===== src/rtl/fir_stim_feeder_if.sv =====
// Sample-write handshake between a stimulus source and the FIR feeder.
interface fir_stim_feeder_if #(
  parameter int DATA_W = 11
);
  logic signed [DATA_W-1:0] wr_data;
  logic                     wr_valid;
  logic                     wr_last;
  logic                     wr_ready;

  modport master (output wr_data, output wr_valid, output wr_last, input wr_ready);
  modport slave  (input wr_data, input wr_valid, input wr_last, output wr_ready);
endinterface


===== src/rtl/fir_stim_feeder.sv =====
// Buffers a sample stream in a small FIFO and replays it to a FIR input with
// programmable idle gaps, holds the coefficient bank, and flags end of run.
module fir_stim_feeder #(
  parameter int DATA_W = 11,
  parameter int COEF_W = 11,
  parameter int DEPTH  = 8,
  parameter int DRAIN  = 10
) (
  input  logic                     clk,
  input  logic                     rst_n,
  fir_stim_feeder_if.slave         wr,
  input  logic                     cfg_we,
  input  logic [3:0]               cfg_addr,
  input  logic signed [COEF_W-1:0] cfg_data,
  input  logic [1:0]               gap,
  output logic signed [DATA_W-1:0] dout,
  output logic                     vout,
  output logic signed [COEF_W-1:0] h0,
  output logic signed [COEF_W-1:0] h1,
  output logic signed [COEF_W-1:0] h2,
  output logic signed [COEF_W-1:0] h3,
  output logic signed [COEF_W-1:0] h4,
  output logic signed [COEF_W-1:0] h5,
  output logic signed [COEF_W-1:0] h6,
  output logic signed [COEF_W-1:0] h7,
  output logic signed [COEF_W-1:0] h8,
  output logic                     end_sim
);

  localparam int AW  = $clog2(DEPTH);
  localparam int CW  = AW + 1;
  localparam int DCW = $clog2(DRAIN + 1);

  typedef enum logic [2:0] {S_IDLE, S_EMIT, S_GAP, S_DRAIN, S_DONE} state_t;

  state_t             state, state_nxt;
  logic [DATA_W:0]    mem [DEPTH];
  logic [AW-1:0]      wptr, rptr;
  logic [CW-1:0]      count;
  logic [1:0]         gap_cnt;
  logic [DCW-1:0]     drain_cnt;
  logic signed [COEF_W-1:0] coef [9];
  logic               accepting, push, pop;

  assign accepting   = (state == S_IDLE) || (state == S_EMIT) || (state == S_GAP);
  // Held low while reset is asserted, not just once the state settles.
  assign wr.wr_ready = rst_n && accepting && (count < CW'(DEPTH));
  assign push        = wr.wr_valid && wr.wr_ready;
  assign end_sim     = (state == S_DONE);

  always_comb begin
    pop       = 1'b0;
    state_nxt = state;
    case (state)
      S_IDLE, S_EMIT: begin
        if (count != '0) begin
          pop = 1'b1;
          if (mem[rptr][DATA_W])   state_nxt = S_DRAIN;
          else if (gap != 2'd0)    state_nxt = S_GAP;
          else                     state_nxt = S_EMIT;
        end
      end
      S_GAP:   if (gap_cnt == 2'd1) state_nxt = S_EMIT;
      S_DRAIN: if (drain_cnt == DCW'(DRAIN - 1)) state_nxt = S_DONE;
      S_DONE:  state_nxt = S_DONE;
      default: state_nxt = S_IDLE;
    endcase
  end

  always_ff @(posedge clk or negedge rst_n) begin
    if (!rst_n) state <= S_IDLE;
    else        state <= state_nxt;
  end

  // FIFO storage carries no reset; pointers and occupancy define its content.
  always_ff @(posedge clk) begin
    if (push) mem[wptr] <= {wr.wr_last, wr.wr_data};
  end

  always_ff @(posedge clk or negedge rst_n) begin
    if (!rst_n) begin
      wptr      <= '0;
      rptr      <= '0;
      count     <= '0;
      gap_cnt   <= '0;
      drain_cnt <= '0;
      vout      <= 1'b0;
      dout      <= '0;
    end else begin
      if (push) wptr <= wptr + AW'(1);
      if (pop)  rptr <= rptr + AW'(1);
      case ({push, pop})
        2'b10:   count <= count + CW'(1);
        2'b01:   count <= count - CW'(1);
        default: count <= count;
      endcase
      if (pop)                  gap_cnt <= gap;
      else if (state == S_GAP)  gap_cnt <= gap_cnt - 2'd1;
      if (state == S_DRAIN) drain_cnt <= drain_cnt + DCW'(1);
      else                  drain_cnt <= '0;
      vout <= pop;
      if (pop) dout <= $signed(mem[rptr][DATA_W-1:0]);
    end
  end

  // Coefficients are writable only before the first sample leaves IDLE.
  always_ff @(posedge clk or negedge rst_n) begin
    if (!rst_n) begin
      for (int k = 0; k < 9; k++) coef[k] <= '0;
    end else if (cfg_we && (state == S_IDLE)) begin
      for (int k = 0; k < 9; k++)
        if (cfg_addr == 4'(k)) coef[k] <= cfg_data;
    end
  end

  assign h0 = coef[0];
  assign h1 = coef[1];
  assign h2 = coef[2];
  assign h3 = coef[3];
  assign h4 = coef[4];
  assign h5 = coef[5];
  assign h6 = coef[6];
  assign h7 = coef[7];
  assign h8 = coef[8];

endmodule

===== src/flat_wrapper.sv =====
// flat-port wrapper written by rule: the top's interface ports become plain ports
module fir_stim_feeder_flat 
#(
  parameter int DATA_W = 11,
  parameter int COEF_W = 11,
  parameter int DEPTH  = 8,
  parameter int DRAIN  = 10
)
  (clk, rst_n, cfg_we, cfg_addr, cfg_data, gap, dout, vout, h0, h1, h2, h3, h4, h5, h6, h7, h8, end_sim, wr_wr_data, wr_wr_valid, wr_wr_last, wr_wr_ready);
  fir_stim_feeder_if #(.DATA_W(DATA_W)) wr_i ();
  input  logic clk;
  input  logic rst_n;
  input  logic cfg_we;
  input  logic [3:0] cfg_addr;
  input  logic signed [COEF_W-1:0] cfg_data;
  input  logic [1:0] gap;
  output logic signed [DATA_W-1:0] dout;
  output logic vout;
  output logic signed [COEF_W-1:0] h0;
  output logic signed [COEF_W-1:0] h1;
  output logic signed [COEF_W-1:0] h2;
  output logic signed [COEF_W-1:0] h3;
  output logic signed [COEF_W-1:0] h4;
  output logic signed [COEF_W-1:0] h5;
  output logic signed [COEF_W-1:0] h6;
  output logic signed [COEF_W-1:0] h7;
  output logic signed [COEF_W-1:0] h8;
  output logic end_sim;
  input wire logic [$bits(wr_i.wr_data)-1:0] wr_wr_data;
  input wire logic [$bits(wr_i.wr_valid)-1:0] wr_wr_valid;
  input wire logic [$bits(wr_i.wr_last)-1:0] wr_wr_last;
  output wire logic [$bits(wr_i.wr_ready)-1:0] wr_wr_ready;
  assign wr_i.wr_data = wr_wr_data;
  assign wr_i.wr_valid = wr_wr_valid;
  assign wr_i.wr_last = wr_wr_last;
  assign wr_wr_ready = wr_i.wr_ready;
  fir_stim_feeder #(.DATA_W(DATA_W), .COEF_W(COEF_W), .DEPTH(DEPTH), .DRAIN(DRAIN)) u_core (.clk(clk), .rst_n(rst_n), .wr(wr_i), .cfg_we(cfg_we), .cfg_addr(cfg_addr), .cfg_data(cfg_data), .gap(gap), .dout(dout), .vout(vout), .h0(h0), .h1(h1), .h2(h2), .h3(h3), .h4(h4), .h5(h5), .h6(h6), .h7(h7), .h8(h8), .end_sim(end_sim));
endmodule

===== config.mk =====
export PLATFORM = sky130hd
export DESIGN_NAME = fir_stim_feeder_flat
export DESIGN_NICKNAME = d
export VERILOG_FILES = /design/src/rtl/fir_stim_feeder_if.sv /design/src/rtl/fir_stim_feeder.sv /design/src/flat_wrapper.sv
export SDC_FILE = /design/constraint.sdc
export NUM_CORES = 1
export LEC_CHECK = 0
export ABC_AREA = 1
export BUFFER_PORTS_ARGS = -buffer_cell sky130_fd_sc_hd__buf_2
export CAP_MARGIN = 5
export CORE_MARGIN = 4
export CORE_UTILIZATION = 51
export CTS_CLUSTER_SIZE = 16
export DETAILED_ROUTE_END_ITERATION = 16
export PLACE_DENSITY_LB_ADDON = 0.08
export SLEW_MARGIN = 40
export SYNTH_ARGS = -nofsm -noshare
export SYNTH_HDL_FRONTEND = slang
export SYNTH_SLANG_ARGS = --single-unit

===== constraint.sdc =====
create_clock -name clk -period 2.3 [get_ports clk]
set_input_delay 0.46 -clock clk [delete_from_list [all_inputs] [get_ports clk]]
set_output_delay 0.46 -clock clk [all_outputs]
set_load 0.1 [all_outputs]

==> results.toml, run 1 <==
[placement]
io_buffer_count = 145
place_area_um2 = 9980
detailed_place_hpwl_mm = 13.9
placement.setup.worst_slack_ns = 0.264
finalWeightedCongestion = 0.819
post-place-cells = 1135

[synth]
postSynth.topFlopCell = "sky130_fd_sc_hd__dfrtp_1"
synth_fp_nets = 825
yosysUniqueCellTypes = 34
synth.top_cell.area_share = 0.359
synth-edff-count = 96
yosysTopAreaCell = "sky130_fd_sc_hd__dfrtp_1"
post_syn_area_um2 = 9050
synth.avg_cell_area_um2 = 11.5
synthMostInstantiatedCell = "sky130_fd_sc_hd__nand2_1"
synthCells = 784
ys_seq_area_frac = 0.678
post_synth_main_area_contributors = "sky130_fd_sc_hd__dfrtp_1, sky130_fd_sc_hd__edfxtp_1, sky130_fd_sc_hd__nand2_1"
ys.warnings.count = 0
postSynthRegisterBits = 226
synth.top_cells.by_count = "sky130_fd_sc_hd__nand2_1, sky130_fd_sc_hd__dfrtp_1, sky130_fd_sc_hd__edfxtp_1"
postSynth.asyncResetShare = 0.575

[critical_path]
timing.critical_path.to_type = "primary output"
reg2reg_slack_ns = 0.21
largest_fanout_of_any_net_on_the_critical_path = 4
startpoint_class = "flop"
critical-path-slowest-cell = "sky130_fd_sc_hd__dfrtp_1"
critical_path_required_ns = 1.84
peak_per_stage_delay_on_the_critical_path_ns = 0.47
worstPathArrival_ns = 1.72
timing.critical_path.cells = "inv_1, nor3_2, buf_2"
worst-path-buf-inv = 2
cp_top_family = "buffers and inverters"
timing.setup.critical_path_class = "flop to primary output"

[clock_network]
htree_num_levels = 1
clkSinkCount = 226
clk_pin_slew_worst_paths_ns = 0.06
cts-buffers-inserted = 24
post_cts_resize_count = 0
clk_latency_ns = 0.51
postCtsHoldBufs = 0
clock_buffer_depth = 3
post_cts_buffers = 0
cts-root-buf = "sky130_fd_sc_hd__clkbuf_16"
tritoncts_clock_tree = "done"

[sta]
timing_max_transition_violations_final = 0
grt_setup_unrepaired = "false"
worst_hold_slack_ns = 0.0977
tightest_slew_ns = 0.715
finalHoldViolCount = 0
setup_slack_ns = 0.118
max_freq_mhz = 458
final.period_utilization = 0.949
setup-violations-final = 0
slew_headroom = 0.522
fin_worst_skew_ns = 0.00853
period_needed_ns = 2.18

[layout]
layout-area-overhead-vs-synth_pct = 18.7
final_cells = 1179
fillers = 1425
post-route-cell-area_um2 = 10700
drive_above_1_share = 0.254
antenna-diode-count = 0
design.final.nets = 977

[routing]
routed-via-count = 6262
route.detailed.drc = 0
antenna_left = 0
viasPerCell = 5.31
drt_iter0_drc = 423
drt-total-wl_mm = 21.2
drtPass1Iterations = 4
route.detailed.wl_per_inst_um = 18.0

[status]
outcome = "complete, no violations"

[grt]
vias_in_the_first_global_route = 6078
grt_antenna_before_repair = 1
grt_start_max_net_pins = 131
global_route.usage.total = 0.211
grt_pass1_wl_mm = 33.2
gr-total-overflow = 0

[floorplan]
die_height_um = 141
floorplan.rows = 48
floorplan_core_area_um2 = 17400
die_extent_in_x_um = 141
die_area_um2 = 19900
boundaryPins = 146
initial_core_util = 0.521

[job]
cap_violations = 0

[min_path]
min-delay-path-class = "input port to asynchronous set/reset pin"
-- final timing paths --
kind                                              from                     endpoint  cells past startpoint
setup / recovery           u_core.state[2]$_DFFE_PN0P_                      end_sim                      3
hold / removal                                   rst_n     u_core.h6[8]$_DFFE_PN0P_                      2
setup reg to reg           u_core.state[1]$_DFFE_PN0P_  u_core.count[3]$_DFFE_PN0P_                     10
hold reg to reg              u_core.h2[10]$_DFFE_PN0P_    u_core.h2[10]$_DFFE_PN0P_                      2
max in group asynchronous                        rst_n   u_core.dout[5]$_DFFE_PN0P_                      2
min in group clk                         wr_wr_data[1]   u_core.mem[5][1]$_DFFE_PP_                      1
-- kinds of logic after synthesis --
family | synth area share
and+or+nand+nor | 0.128
DFF | 0.678
AOI/OAI and AO/OA | 0.122
buffers and inverters | 0.0536
xor gates and xnor gates | 0.00774
adders and majority gates | 0.0111
-- sequential cells by signal (all words and copies together) (netlist names) --
register / count
u_core.state: 3
u_core.h1: 11
u_core.count: 4
u_core.dout: 11
u_core.gap_cnt: 2
u_core.h6: 11
u_core.h4: 11
u_core.h0: 11
u_core.rptr: 3
u_core.h2: 11
u_core.h7: 11
u_core.h3: 11
u_core.drain_cnt: 4
u_core.wptr: 3
u_core.h8: 11
u_core.vout: 1
u_core.h5: 11
u_core.mem: 96
-- cell usage in the layout, fill, tap and decap left out, drive strengths merged, types with 4 or more instances in the layout --
cell type  Yosys  routed
buf           27     164
nand2        143     143
nand4          9       9
nand3         14      14
inv           44      44
dfrtp        130     130
clkinv         0      10
clkbuf        11      32
edfxtp        96      96
o22ai         12      12
o21ai        183     183
ha             8       8
xor2           5       5
a21oi          4       4
nor2          84      84
-- stage by stage --
stage | setup TNS (ns) | util
5_1_grt | 0 | 0.619
6_report | 0 | 0.619
3_3_place_gp | 0 | 0.575
3_5_place_dp | 0 | 0.575
4_1_cts | 0 | 0.619
2_1_floorplan | -12.67 | -
-- per-layer routing --
| layer | part of all wire | wire length (um) | global-route usage | vias to the layer above |
|---|---|---|---|---|
| met2 | 0.48 | 10200 | 0.352 | 199 |
| li1 | - | - | - | 2990 |
| met4 | 0.028 | 587 | 0.0653 | 2 |
| met3 | 0.060 | 1280 | 0.0360 | 46 |
| met5 | 0.00038 | 8 | 0 | - |
| met1 | 0.43 | 9090 | 0.285 | 3025 |
-- cell type report --
type	count	area (um2)	area share
Tap cell	225	282	0.0262
Timing Repair Buffer	164	911	0.0848
Inverter	44	165	0.0154
Clock inverter	12	87.6	0.00815
Clock buffer	32	672	0.0626
Multi-Input combinational cell	476	2490	0.232
Sequential cell	226	6140	0.571
-- worst register-to-register path, cell delays in order (launching register included) --
cell and delay (ns):
sky130_fd_sc_hd__dfrtp_1 0.44, sky130_fd_sc_hd__nand2_1 0.13, sky130_fd_sc_hd__nand3_2 0.09, sky130_fd_sc_hd__nor2_4 0.17
sky130_fd_sc_hd__nand2_4 0.10, sky130_fd_sc_hd__ha_4 0.18, sky130_fd_sc_hd__xor2_1 0.25, sky130_fd_sc_hd__nand3_1 0.12
sky130_fd_sc_hd__o21ai_0 0.14, sky130_fd_sc_hd__nand3_1 0.17, sky130_fd_sc_hd__xor2_1 0.17
Power of run 1 is left out: the tool's default activity adds up to more than one toggle a clock period on the data nets, which glitch-free logic cannot reach.
==> run 2: changes to the inputs <==
--- a/config.mk
+++ b/config.mk
@@ -8,8 +8,10 @@
 export ABC_AREA = 1
 export BUFFER_PORTS_ARGS = -buffer_cell sky130_fd_sc_hd__buf_2
 export CAP_MARGIN = 5
+export CELL_PAD_IN_SITES_DETAIL_PLACEMENT = 1
+export CELL_PAD_IN_SITES_GLOBAL_PLACEMENT = 2
 export CORE_MARGIN = 4
-export CORE_UTILIZATION = 51
+export CORE_UTILIZATION = 33
 export CTS_CLUSTER_SIZE = 16
 export DETAILED_ROUTE_END_ITERATION = 16
 export PLACE_DENSITY_LB_ADDON = 0.08
==> run 2 against run 1 <==
  * Worst hold slack better by 0.13 ns
  * Cell count is 10% higher
  * First-iteration DRC count is 30% lower
  * Flip-flop and latch count stayed put
  * Clock skew is 0.0024 ns lower
  * Worst setup slack improved by 0.015 ns
  * Sequential share of layout area is 1.4 points lower
  * Register-to-register slack gained 0.08 ns
  * Die area rose by 51%
  * Routed wire length rose by 18%
  * Critical endpoint unchanged
==> results.toml, run 2 (synthesized netlist as in run 1, its figures left out) <==
[layout]
layout-area-overhead-vs-synth_pct = 21.6
antenna-diode-count = 0
layout_commonest_cell = "sky130_fd_sc_hd__buf_2"
drive_above_1_share = 0.254
most-common-layout-cells = "sky130_fd_sc_hd__buf_2, sky130_fd_sc_hd__nand2_1, sky130_fd_sc_hd__dfrtp_1, sky130_fd_sc_hd__edfxtp_1, sky130_fd_sc_hd__o21ai_1"
top_register = "u_core.mem"
flip_flop_count_of_the_largest_register_after_layout = 96
design.final.nets = 981
final_util = 0.408

[clock_network]
htree_num_levels = 1
cts-root-buf = "sky130_fd_sc_hd__clkbuf_16"
clk_pin_slew_worst_paths_ns = 0.06
clock_buffer_depth = 3
clk_latency_ns = 0.52
post_cts_resize_count = 0
tritoncts_clock_tree = "done"
clkSinkCount = 226
cts-buffers-inserted = 26

[floorplan]
floorplan_core_area_um2 = 27000
boundaryPins = 146
die_area_um2 = 30100
die_extent_in_x_um = 174
die_height_um = 174
initial_core_util = 0.336
floorplan.rows = 60

[routing]
route.detailed.wl_per_inst_um = 19.3
routed-via-count = 6216
viasPerCell = 4.78
drt-total-wl_mm = 25.0
drt_iter0_drc = 295
route.detailed.drc = 0
antenna_left = 0
drtPass1Iterations = 4

[critical_path]
largest_fanout_of_any_net_on_the_critical_path = 4
rr_worst_depth = 12
critical_path_required_ns = 1.84
timing.rr.end = "u_core.count[2]$_DFFE_PN0P_"
critical_path.reg2reg.startpoint = "u_core.state[1]$_DFFE_PN0P_"
worstPathArrival_ns = 1.71
timing.setup.critical_path_class = "flop to primary output"
reg2reg_slack_ns = 0.29
worstSetupStartpoint = "u_core.state[2]$_DFFE_PN0P_"
timing.critical_path.to_type = "primary output"
startpoint_class = "flop"

[sta]
timing_max_transition_violations_final = 0
slew_headroom = 0.549
grt_setup_unrepaired = "false"
finalHoldViolCount = 0
tns_setup_ns = 0
fin_worst_skew_ns = 0.00613
period_needed_ns = 2.17
setup-violations-final = 0
max_freq_mhz = 462
tightest_slew_ns = 0.675
final.period_utilization = 0.942

[min_path]
holdPathEnd = "u_core.mem[7][10]$_DFFE_PP_"
hold_path_depth = 1
holdCritStartpoint = "wr_wr_data[10]"
min-delay-path-class = "input port to flop"

[status]
outcome = "complete, no violations"

[grt]
global_route.usage.total = 0.165
grt_start_max_net_pins = 131
grt_antenna_before_repair = 0
vias_in_the_first_global_route = 6647
grt_pass1_wl_mm = 39.5
gr-total-overflow = 0

[placement]
detailed_place_hpwl_mm = 16.4
finalWeightedCongestion = 0.761
io_buffer_count = 145

[job]
cap_violations = 0
==> run 2: area by class of cell <==
| type | count | area (um2) |
|---|---|---|
| multi-input cells | 476 | 2490 |
| well taps | 341 | 427 |
| clock buffers | 40 | 774 |
| flip-flops and latches | 226 | 6140 |
| inverters | 44 | 165 |
| clock inverters | 7 | 60.1 |
| fillers | 2963 | 15900 |
| repair buffers | 166 | 952 |
==> run 2: what timing repair did <==
| item | 4_1_cts | 5_1_grt |
|---|---|---|
| endpoints found under the hold margin | 0 | 55 |
| hold buffers | 0 | 1 |
| setup buffers | 0 | 0 |
==> run 2: worst max-delay path by stage <==
stage / endpoint / cells past startpoint
CTS: end_sim / 3
global route: end_sim / 3
floorplan: u_core.mem[6][0]$_DFFE_PP_ / 6
finish: end_sim / 3
global placement: u_core.count[2]$_DFFE_PN0P_ / 11
detailed placement: u_core.count[2]$_DFFE_PN0P_ / 12
==> run 2: through the flow <==
step	worst slack [ns]	area, um2	hold WS, ns	cells
final	0.133	11000	0.226	1300
after global routing	0.0173	11000	0.207	1300
after global placement	0.324	10100	0.459	1251
after floorplan	-0.206	9110	0.164	784
after detailed placement	0.256	10100	0.465	1251
after CTS	0.0876	11000	0.113	1298
==> run 2: per-layer routing <==
layer | routed length, um | GRT usage | up-vias | part of all wire
met2 | 12300 | 0.287 | 141 | 0.49
li1 | - | - | 2989 | -
met5 | 0 | 0 | - | 0
met4 | 576 | 0.0412 | 0 | 0.023
met1 | 11200 | 0.216 | 3048 | 0.45
met3 | 998 | 0.0279 | 38 | 0.040
==> run 2: critical path, stage by stage, from the launching register on <==
cell	delay, ns
sky130_fd_sc_hd__dfrtp_1	0.48
sky130_fd_sc_hd__inv_1	0.11
sky130_fd_sc_hd__nor3_2	0.15
sky130_fd_sc_hd__buf_2	0.46
Power of run 2 is left out for the same reason.
